**src/rtl/power_seq_pkg.sv**
```systemverilog
// Shared types and helpers for the multi-rail power sequencer.
package power_seq_pkg;

  localparam int unsigned STAGE_IDX_W = 3;
  localparam int unsigned MAX_RAILS   = 16;
  localparam int unsigned MAP_W       = STAGE_IDX_W * MAX_RAILS;
  localparam int unsigned STATE_W     = 3;
  localparam int unsigned RETRY_W     = 4;

  typedef enum logic [STATE_W-1:0] {
    ST_IDLE     = 3'd0,
    ST_RAMP     = 3'd1,
    ST_RUN      = 3'd2,
    ST_SHUTDOWN = 3'd3,
    ST_FAULT    = 3'd4
  } seq_state_e;

  // Stage index of a rail from the packed per-rail stage map.
  function automatic logic [STAGE_IDX_W-1:0] stage_of_rail(input logic [MAP_W-1:0] map,
                                                           input int unsigned rail);
    logic [MAP_W-1:0] shifted;
    shifted = map >> (STAGE_IDX_W * rail);
    return shifted[STAGE_IDX_W-1:0];
  endfunction

endpackage

```
**src/rtl/rail_fault_filter.sv**
```systemverilog
// Per-rail voltage/current bad-time filters with sticky fault flags and rail-good status.
module rail_fault_filter #(
  parameter int unsigned CNT_WIDTH   = 24,
  parameter int unsigned ERROR_DELAY = 8320000
) (
  input  logic i_clk,
  input  logic i_reset,
  input  logic i_mon_en,
  input  logic i_mon_next,
  input  logic i_chk,
  input  logic i_clear,
  input  logic i_voltage_good,
  input  logic i_current_good,
  output logic o_voltage_fault,
  output logic o_current_fault,
  output logic o_rail_good,
  output logic o_fault_c
);

  localparam logic [CNT_WIDTH-1:0] ERR_LAST = CNT_WIDTH'(ERROR_DELAY - 1);

  logic [CNT_WIDTH-1:0] v_cnt_q, v_cnt_d, c_cnt_q, c_cnt_d;
  logic v_fault_q, v_fault_d, c_fault_q, c_fault_d;
  logic rail_good_q, rail_good_d;
  logic v_bad_c, c_bad_c, v_set_c, c_set_c;

  // A fault sets on the last allowed bad cycle or on a failed startup check.
  assign v_bad_c   = i_mon_en & ~i_voltage_good;
  assign c_bad_c   = i_mon_en & ~i_current_good;
  assign v_set_c   = (v_bad_c & (v_cnt_q == ERR_LAST)) | (i_chk & ~i_voltage_good);
  assign c_set_c   = (c_bad_c & (c_cnt_q == ERR_LAST)) | (i_chk & ~i_current_good);
  assign o_fault_c = v_set_c | c_set_c;

  always_comb begin
    v_cnt_d = '0;
    c_cnt_d = '0;
    if (v_bad_c) v_cnt_d = (v_cnt_q == ERR_LAST) ? v_cnt_q : v_cnt_q + CNT_WIDTH'(1);
    if (c_bad_c) c_cnt_d = (c_cnt_q == ERR_LAST) ? c_cnt_q : c_cnt_q + CNT_WIDTH'(1);
    // A new fault takes priority over a same-cycle clear.
    v_fault_d   = v_set_c | (v_fault_q & ~i_clear);
    c_fault_d   = c_set_c | (c_fault_q & ~i_clear);
    rail_good_d = i_mon_next & i_voltage_good & i_current_good & ~v_fault_d & ~c_fault_d;
  end

  always_ff @(posedge i_clk) begin
    if (i_reset) begin
      v_cnt_q     <= '0;
      c_cnt_q     <= '0;
      v_fault_q   <= 1'b0;
      c_fault_q   <= 1'b0;
      rail_good_q <= 1'b0;
    end else begin
      v_cnt_q     <= v_cnt_d;
      c_cnt_q     <= c_cnt_d;
      v_fault_q   <= v_fault_d;
      c_fault_q   <= c_fault_d;
      rail_good_q <= rail_good_d;
    end
  end

  assign o_voltage_fault = v_fault_q;
  assign o_current_fault = c_fault_q;
  assign o_rail_good     = rail_good_q;

endmodule

```
**src/rtl/power_sequencer.sv**
```systemverilog
// Multi-rail, multi-stage power sequencer: ordered ramp, monitored run, reverse shutdown.
// Optional auto-retry out of FAULT is enabled by defining PWRSEQ_AUTO_RETRY_EN.
module power_sequencer
  import power_seq_pkg::*;
#(
  parameter int unsigned NUM_RAILS      = 4,
  parameter int unsigned NUM_STAGES     = 3,
  parameter logic [STAGE_IDX_W*NUM_RAILS-1:0] STAGE_MAP = 12'h448,
  parameter int unsigned STARTUP_DELAY  = 4160000,
  parameter int unsigned ERROR_DELAY    = 8320000,
  parameter int unsigned SHUTDOWN_DELAY = 416000,
  parameter int unsigned RETRY_DELAY    = 4160000,
  parameter int unsigned MAX_RETRIES    = 3,
  parameter int unsigned CNT_WIDTH      = 24
) (
  input  logic                  i_clk,
  input  logic                  i_reset,
  input  logic                  i_enable,
  input  logic                  i_clearFaults,
  input  logic [NUM_RAILS-1:0]  i_voltageGood,
  input  logic [NUM_RAILS-1:0]  i_currentGood,
  output logic [NUM_STAGES-1:0] o_stageEnable,
  output logic [NUM_STAGES-1:0] o_stageGood,
  output logic [NUM_RAILS-1:0]  o_railGood,
  output logic [NUM_RAILS-1:0]  o_voltageFault,
  output logic [NUM_RAILS-1:0]  o_currentFault,
  output logic                  o_faultLatched,
  output logic [STATE_W-1:0]    o_state,
  output logic [RETRY_W-1:0]    o_retryCount
);

`ifdef PWRSEQ_AUTO_RETRY_EN
  localparam bit AUTO_RETRY = 1'b1;
`else
  localparam bit AUTO_RETRY = 1'b0;
`endif

  localparam logic [MAP_W-1:0]     MAP_EXT      = MAP_W'(STAGE_MAP);
  localparam logic [CNT_WIDTH-1:0] STARTUP_LAST = CNT_WIDTH'(STARTUP_DELAY - 1);
  localparam logic [CNT_WIDTH-1:0] SD_LAST      = CNT_WIDTH'(SHUTDOWN_DELAY - 1);
  localparam logic [CNT_WIDTH-1:0] RETRY_LAST   = CNT_WIDTH'(RETRY_DELAY - 1);

  seq_state_e state_q, state_d;
  logic [STAGE_IDX_W-1:0] stage_q, stage_d;
  logic [CNT_WIDTH-1:0]   stg_cnt_q, stg_cnt_d;
  logic [CNT_WIDTH-1:0]   sd_cnt_q, sd_cnt_d;
  logic [NUM_STAGES-1:0]  stage_en_q, stage_en_d;
  logic [NUM_STAGES-1:0]  stage_good_q, stage_good_d;
  logic [RETRY_W-1:0]     retry_q, retry_d;
  logic                   fault_latched_q, fault_latched_d;

  logic [NUM_RAILS-1:0]  mon_en_c, mon_next_c, chk_c, fault_c;
  logic [NUM_RAILS-1:0]  v_fault, c_fault, rail_good;
  logic [NUM_STAGES-1:0] stage_bit_c;
  logic active_c, timeout_c, last_stage_c, any_fault_c;
  logic clear_req_c, retry_go_c, filt_clear_c;

  assign active_c     = (state_q == ST_RAMP) || (state_q == ST_RUN);
  assign timeout_c    = (state_q == ST_RAMP) && (stg_cnt_q == STARTUP_LAST);
  assign last_stage_c = (stage_q == STAGE_IDX_W'(NUM_STAGES - 1));
  assign stage_bit_c  = NUM_STAGES'(1) << stage_q;
  assign any_fault_c  = |fault_c;
  assign clear_req_c  = (state_q == ST_FAULT) && i_clearFaults && !i_enable;
  assign retry_go_c   = AUTO_RETRY && (state_q == ST_FAULT) && i_enable &&
                        (sd_cnt_q == RETRY_LAST) && (retry_q < RETRY_W'(MAX_RETRIES));
  assign filt_clear_c = clear_req_c | retry_go_c;

  // Per-rail filters; rails mapped past the last stage are never monitored.
  for (genvar i = 0; i < NUM_RAILS; i++) begin : g_rail
    localparam int unsigned RS = 32'(stage_of_rail(MAP_EXT, i));
    if (RS < NUM_STAGES) begin : g_mapped
      assign mon_en_c[i]   = active_c & stage_good_q[RS];
      assign mon_next_c[i] = stage_good_d[RS];
      assign chk_c[i]      = timeout_c & (stage_q == STAGE_IDX_W'(RS));
    end else begin : g_unmapped
      assign mon_en_c[i]   = 1'b0;
      assign mon_next_c[i] = 1'b0;
      assign chk_c[i]      = 1'b0;
    end

    rail_fault_filter #(
      .CNT_WIDTH   (CNT_WIDTH),
      .ERROR_DELAY (ERROR_DELAY)
    ) u_filter (
      .i_clk           (i_clk),
      .i_reset         (i_reset),
      .i_mon_en        (mon_en_c[i]),
      .i_mon_next      (mon_next_c[i]),
      .i_chk           (chk_c[i]),
      .i_clear         (filt_clear_c),
      .i_voltage_good  (i_voltageGood[i]),
      .i_current_good  (i_currentGood[i]),
      .o_voltage_fault (v_fault[i]),
      .o_current_fault (c_fault[i]),
      .o_rail_good     (rail_good[i]),
      .o_fault_c       (fault_c[i])
    );
  end

  assign fault_latched_d = any_fault_c | (fault_latched_q & ~filt_clear_c);

  // Enables are always a thermometer from stage 0, so a right shift drops the top one.
  always_comb begin
    state_d      = state_q;
    stage_d      = stage_q;
    stg_cnt_d    = stg_cnt_q;
    sd_cnt_d     = sd_cnt_q;
    stage_en_d   = stage_en_q;
    stage_good_d = stage_good_q;
    retry_d      = retry_q;
    unique case (state_q)
      ST_IDLE: begin
        if (i_enable && !fault_latched_q) begin
          state_d    = ST_RAMP;
          stage_d    = '0;
          stg_cnt_d  = '0;
          stage_en_d = NUM_STAGES'(1);
        end
      end
      ST_RAMP, ST_RUN: begin
        if (any_fault_c || !i_enable) begin
          state_d      = ST_SHUTDOWN;
          stage_en_d   = stage_en_q >> 1;
          stage_good_d = stage_good_q & (stage_en_q >> 1);
          sd_cnt_d     = '0;
        end else if (state_q == ST_RAMP) begin
          if (timeout_c) begin
            stage_good_d = stage_good_q | stage_bit_c;
            stg_cnt_d    = '0;
            if (last_stage_c) begin
              state_d = ST_RUN;
            end else begin
              stage_d    = stage_q + STAGE_IDX_W'(1);
              stage_en_d = stage_en_q | (stage_bit_c << 1);
            end
          end else begin
            stg_cnt_d = stg_cnt_q + CNT_WIDTH'(1);
          end
        end
      end
      ST_SHUTDOWN: begin
        if (stage_en_q == '0) begin
          state_d  = fault_latched_q ? ST_FAULT : ST_IDLE;
          stage_d  = '0;
          sd_cnt_d = '0;
        end else if (sd_cnt_q == SD_LAST) begin
          stage_en_d   = stage_en_q >> 1;
          stage_good_d = stage_good_q & (stage_en_q >> 1);
          sd_cnt_d     = '0;
        end else begin
          sd_cnt_d = sd_cnt_q + CNT_WIDTH'(1);
        end
      end
      ST_FAULT: begin
        if (clear_req_c) begin
          state_d = ST_IDLE;
          retry_d = '0;
        end else if (retry_go_c) begin
          state_d    = ST_RAMP;
          retry_d    = retry_q + RETRY_W'(1);
          stage_d    = '0;
          stg_cnt_d  = '0;
          stage_en_d = NUM_STAGES'(1);
        end else if (sd_cnt_q != RETRY_LAST) begin
          sd_cnt_d = sd_cnt_q + CNT_WIDTH'(1);
        end
      end
      default: state_d = ST_IDLE;
    endcase
  end

  always_ff @(posedge i_clk) begin
    if (i_reset) begin
      state_q         <= ST_IDLE;
      stage_q         <= '0;
      stg_cnt_q       <= '0;
      sd_cnt_q        <= '0;
      stage_en_q      <= '0;
      stage_good_q    <= '0;
      retry_q         <= '0;
      fault_latched_q <= 1'b0;
    end else begin
      state_q         <= state_d;
      stage_q         <= stage_d;
      stg_cnt_q       <= stg_cnt_d;
      sd_cnt_q        <= sd_cnt_d;
      stage_en_q      <= stage_en_d;
      stage_good_q    <= stage_good_d;
      retry_q         <= retry_d;
      fault_latched_q <= fault_latched_d;
    end
  end

  assign o_stageEnable  = stage_en_q;
  assign o_stageGood    = stage_good_q;
  assign o_railGood     = rail_good;
  assign o_voltageFault = v_fault;
  assign o_currentFault = c_fault;
  assign o_faultLatched = fault_latched_q;
  assign o_state        = state_q;
  assign o_retryCount   = retry_q;

endmodule

```
**config.mk**
```make
export PLATFORM = sky130hd
export DESIGN_NAME = power_sequencer
export DESIGN_NICKNAME = d
export VERILOG_FILES = /design/src/rtl/power_seq_pkg.sv /design/src/rtl/rail_fault_filter.sv /design/src/rtl/power_sequencer.sv
export SDC_FILE = /design/constraint.sdc
export NUM_CORES = 1
export LEC_CHECK = 0
export CORE_MARGIN = 4
export CORE_UTILIZATION = 35
export CTS_BUF_LIST = sky130_fd_sc_hd__clkbuf_4 sky130_fd_sc_hd__clkbuf_8
export DETAILED_ROUTE_END_ITERATION = 8
export PLACE_DENSITY = 0.49
export SLEW_MARGIN = 25
export SYNTH_ARGS = -nofsm -noshare
export SYNTH_HDL_FRONTEND = slang
export SYNTH_SLANG_ARGS = --single-unit
```
**constraint.sdc**
```tcl
create_clock -name i_clk -period 3.4 [get_ports i_clk]
set_input_delay 0.68 -clock i_clk [delete_from_list [all_inputs] [get_ports i_clk]]
set_output_delay 0.68 -clock i_clk [all_outputs]
set_load 0.02 [all_outputs]
```
==> impl_metrics.tcl <==
set metrics [dict create \
    synth-seq-cells 265 \
    vias_per_cell 5.02 \
    fin_skew_ns 0.0229 \
    worstRegToRegCells 11 \
    clk_path_buf_depth 3 \
    grt_usage_pct 15.0 \
    period_needed_ns 3.26 \
    diodes 0 \
    grtUsageMet1_pct 21.0 \
    yosysWarningCount 0 \
    slew_headroom_pct 39.5 \
    core-area_sq_mm 0.0349 \
    drtIter0Drc 462 \
    drv_cap 0 \
    cellInternalPower_mw 5.29 \
    synth_edf_count 0 \
    die_w_microns 197 \
    min_path_type "flip-flop to flip-flop" \
    layout_common_cells "nor2_1 (291), dfxtp_1 (265), nand2_1 (139)" \
    async_reset_ff_share_pct 0 \
    r2r_start "o_state[1]" \
    row_count 68 \
    r2r_slack_ns 0.14 \
    crit_arrival_ns 3.72 \
    rsz0062_at_grt "no" \
    worst_ir_drop_vdd_uv 306 \
    hold_violations 0 \
    cp-start-kind "flip-flop" \
    cts_tree "done" \
    totalWireLength_mm 29.2 \
    setup-tns-final_ns 0 \
    io_pins 38 \
    p_seq_share_pct 45.7 \
    clock_sinks 265 \
    start_util_pct 35.8 \
    drive_above_1_share_pct 9.17 \
    final-setup-viol-count 0 \
    syn_area_sq_mm 0.0125 \
    die-area_sq_mm 0.0388 \
    top_usage_layer "met2" \
    final_nets 1613 \
    fmax_mhz 307 \
    drc_errors 0 \
    critPathRequiredTime_ns 3.86 \
    grt_pass1_wl_mm 49.2 \
    grtUsageMet2_pct 22.8 \
    path_class "flip-flop to flip-flop" \
    period_share_pct 95.9 \
    dp_hpwl_mm 20.3 \
    cts_resized 0 \
    tightest_slew_ns 0.899 \
    wl_per_cell_microns 14.0 \
    synth.avg_cell_area_sq_um 8.17 \
    seq_area_frac_synth_pct 42.4 \
    vias 10438 \
    grt_start_max_net_pins 41 \
    place.gp.congestion 0.814 \
    combPwrFrac_pct 5.6 \
    antenna_left 0 \
    insertion_delay_ns 0.57 \
    timing.rr.end "g_rail[3].u_filter.o_rail_good" \
    antenna_found_initial 1 \
    path_clk_slew_ns 0.07 \
    dr.pass1.iters 5 \
    syn-instance-count 1530 \
    power_density_mw_per_mm2 473 \
    overflow 0 \
    report.final.slew_viol_count 0 \
    cts_setup_buffers 0 \
    grt_pass1_vias 9915 \
    io_buffers 33 \
    switching_power_mw 1.58 \
    p_sw_share_pct 23.0 \
    crit_fanout 9 \
    cp-end-kind "flip-flop" \
    min_to "g_rail[1].u_filter.c_cnt_q[1]" \
    area.growth.synth_to_final_pct 16.1 \
    status "complete, no violations" \
    die_height_microns 197 \
    fin_ws_ns 0.140 \
    hold_path_depth 2 \
    numCtsBuffers 50 \
    synth_cell_type_count 60 \
    dpl_worst_slack_ns -0.118 \
    layout_commonest_cell "nor2_1" \
    clock_power_share_pct 48.7 \
    ctsHoldBuffers 0 \
    htreeDepth 2 \
    clock-root-buffer "clkbuf_8" \
    use_met3_pct 3.56 \
    hold_start "g_rail[1].u_filter.c_cnt_q[1]" \
    fillers 3590 \
    ys.flop_type "dfxtp_1" \
    p_leak_nw 4.55 \
]
==> critical path, cell delays in order (launching register included) <==
cell,delay [ns]
dfxtp_1,0.32
or4b_1,0.49
or4_4,0.51
or4_4,0.54
nand4_2,0.13
nor4_2,0.07
buf_4,0.18
and2_2,0.23
buf_4,0.15
o31ai_4,0.23
a21oi_2,0.08
and4_1,0.19
==> metrics by stage <==
stage | utilization (%) | instances | power (mW) | instance area, sq um | hold WS, ns
after global placement | 38.4 | 1990 | 3.59 | 13400 | 0.465
after floorplan | - | 1533 | 3.42 | 12500 | 0.442
after global routing | 41.6 | 2080 | 7.17 | 14500 | 0.506
after CTS | 41.5 | 2080 | 7.02 | 14500 | 0.479
after detailed placement | 38.4 | 1990 | 3.59 | 13400 | 0.471
final | 41.6 | 2080 | 6.87 | 14500 | 0.474
==> per-layer routing <==
metal,up-vias,part of all wire (%)
li1,5407,-
met1,4811,50
met2,161,42
met3,57,5.1
met4,2,2.7
met5,-,0.038
==> worst max path at each step <==
stage                                                end  slack, ns  depth (start not counted)              from
after CTS                 g_rail[3].u_filter.o_rail_good       0.12                         12      stg_cnt_q[0]
final                     g_rail[3].u_filter.o_rail_good       0.14                         11        o_state[1]
after global placement                     stg_cnt_q[18]      -0.06                         12  i_currentGood[1]
after detailed placement  g_rail[0].u_filter.o_rail_good      -0.12                         11  i_currentGood[1]
after global routing      g_rail[3].u_filter.o_rail_good       0.02                         11        o_state[1]
after floorplan                              sd_cnt_q[8]       0.40                         11        o_state[0]
==> power groups by stage <==
stage / registers, mW / clock network (mW) / logic [mW]
2_1_floorplan: 3.21 / 0 / 0.212
3_3_place_gp: 3.21 / 0 / 0.381
3_5_place_dp: 3.21 / 0 / 0.380
4_1_cts: 3.14 / 3.50 / 0.383
5_1_grt: 3.14 / 3.61 / 0.420
6_report: 3.14 / 3.35 / 0.385
==> layout make-up <==
class / count / area [sq um] / area share, %
Inverter: 31 / 116 / 0.802
Clock inverter: 5 / 50.0 / 0.345
Sequential cell: 265 / 5310 / 36.5
Tap cell: 455 / 569 / 3.92
Clock buffer: 85 / 1060 / 7.28
Timing Repair Buffer: 67 / 636 / 4.38
Multi-Input combinational cell: 1172 / 6780 / 46.7
==> synthesized netlist by cell type (16+ instances only) <==
library cell,count,share of area [%]
nor2_1,291,8.7
dfxtp_1,265,42
nand2_1,139,4.2
xor2_1,105,7.4
nand3_1,89,3.6
xnor2_1,88,6.2
nand4_1,70,3.5
a21oi_1,63,2.5
nor3_1,51,2.0
or3_1,42,2.1
clkbuf_1,41,1.2
o21ai_0,38,1.5
nor4_1,32,1.6
inv_1,31,0.93
and3_1,30,1.5
buf_4,17,1.0
and4_1,16,1.1
==> logic make-up after synthesis <==
logic type	synth area share, %
DFF	42.4
adders and majority gates	1.40
AOI/OAI and AO/OA	6.27
buffers and inverters	3.59
xor gates and xnor gates	13.5
and+or+nand+nor	32.3
muxes	0.481
other	0.0300
==> state kept, by name (all words and copies together), names as in the netlist <==
name / flops
stg_cnt_q: 24
g_rail.u_filter.o_rail_good: 4
g_rail.u_filter.v_cnt_q: 96
g_rail.u_filter.c_cnt_q: 96
o_stageEnable: 3
o_stageGood: 3
g_rail.u_filter.o_voltage_fault: 4
o_faultLatched: 1
g_rail.u_filter.o_current_fault: 4
sd_cnt_q: 24
stage_q: 3
o_state: 3
No activity file was read; power rests on OpenSTA's default activity.
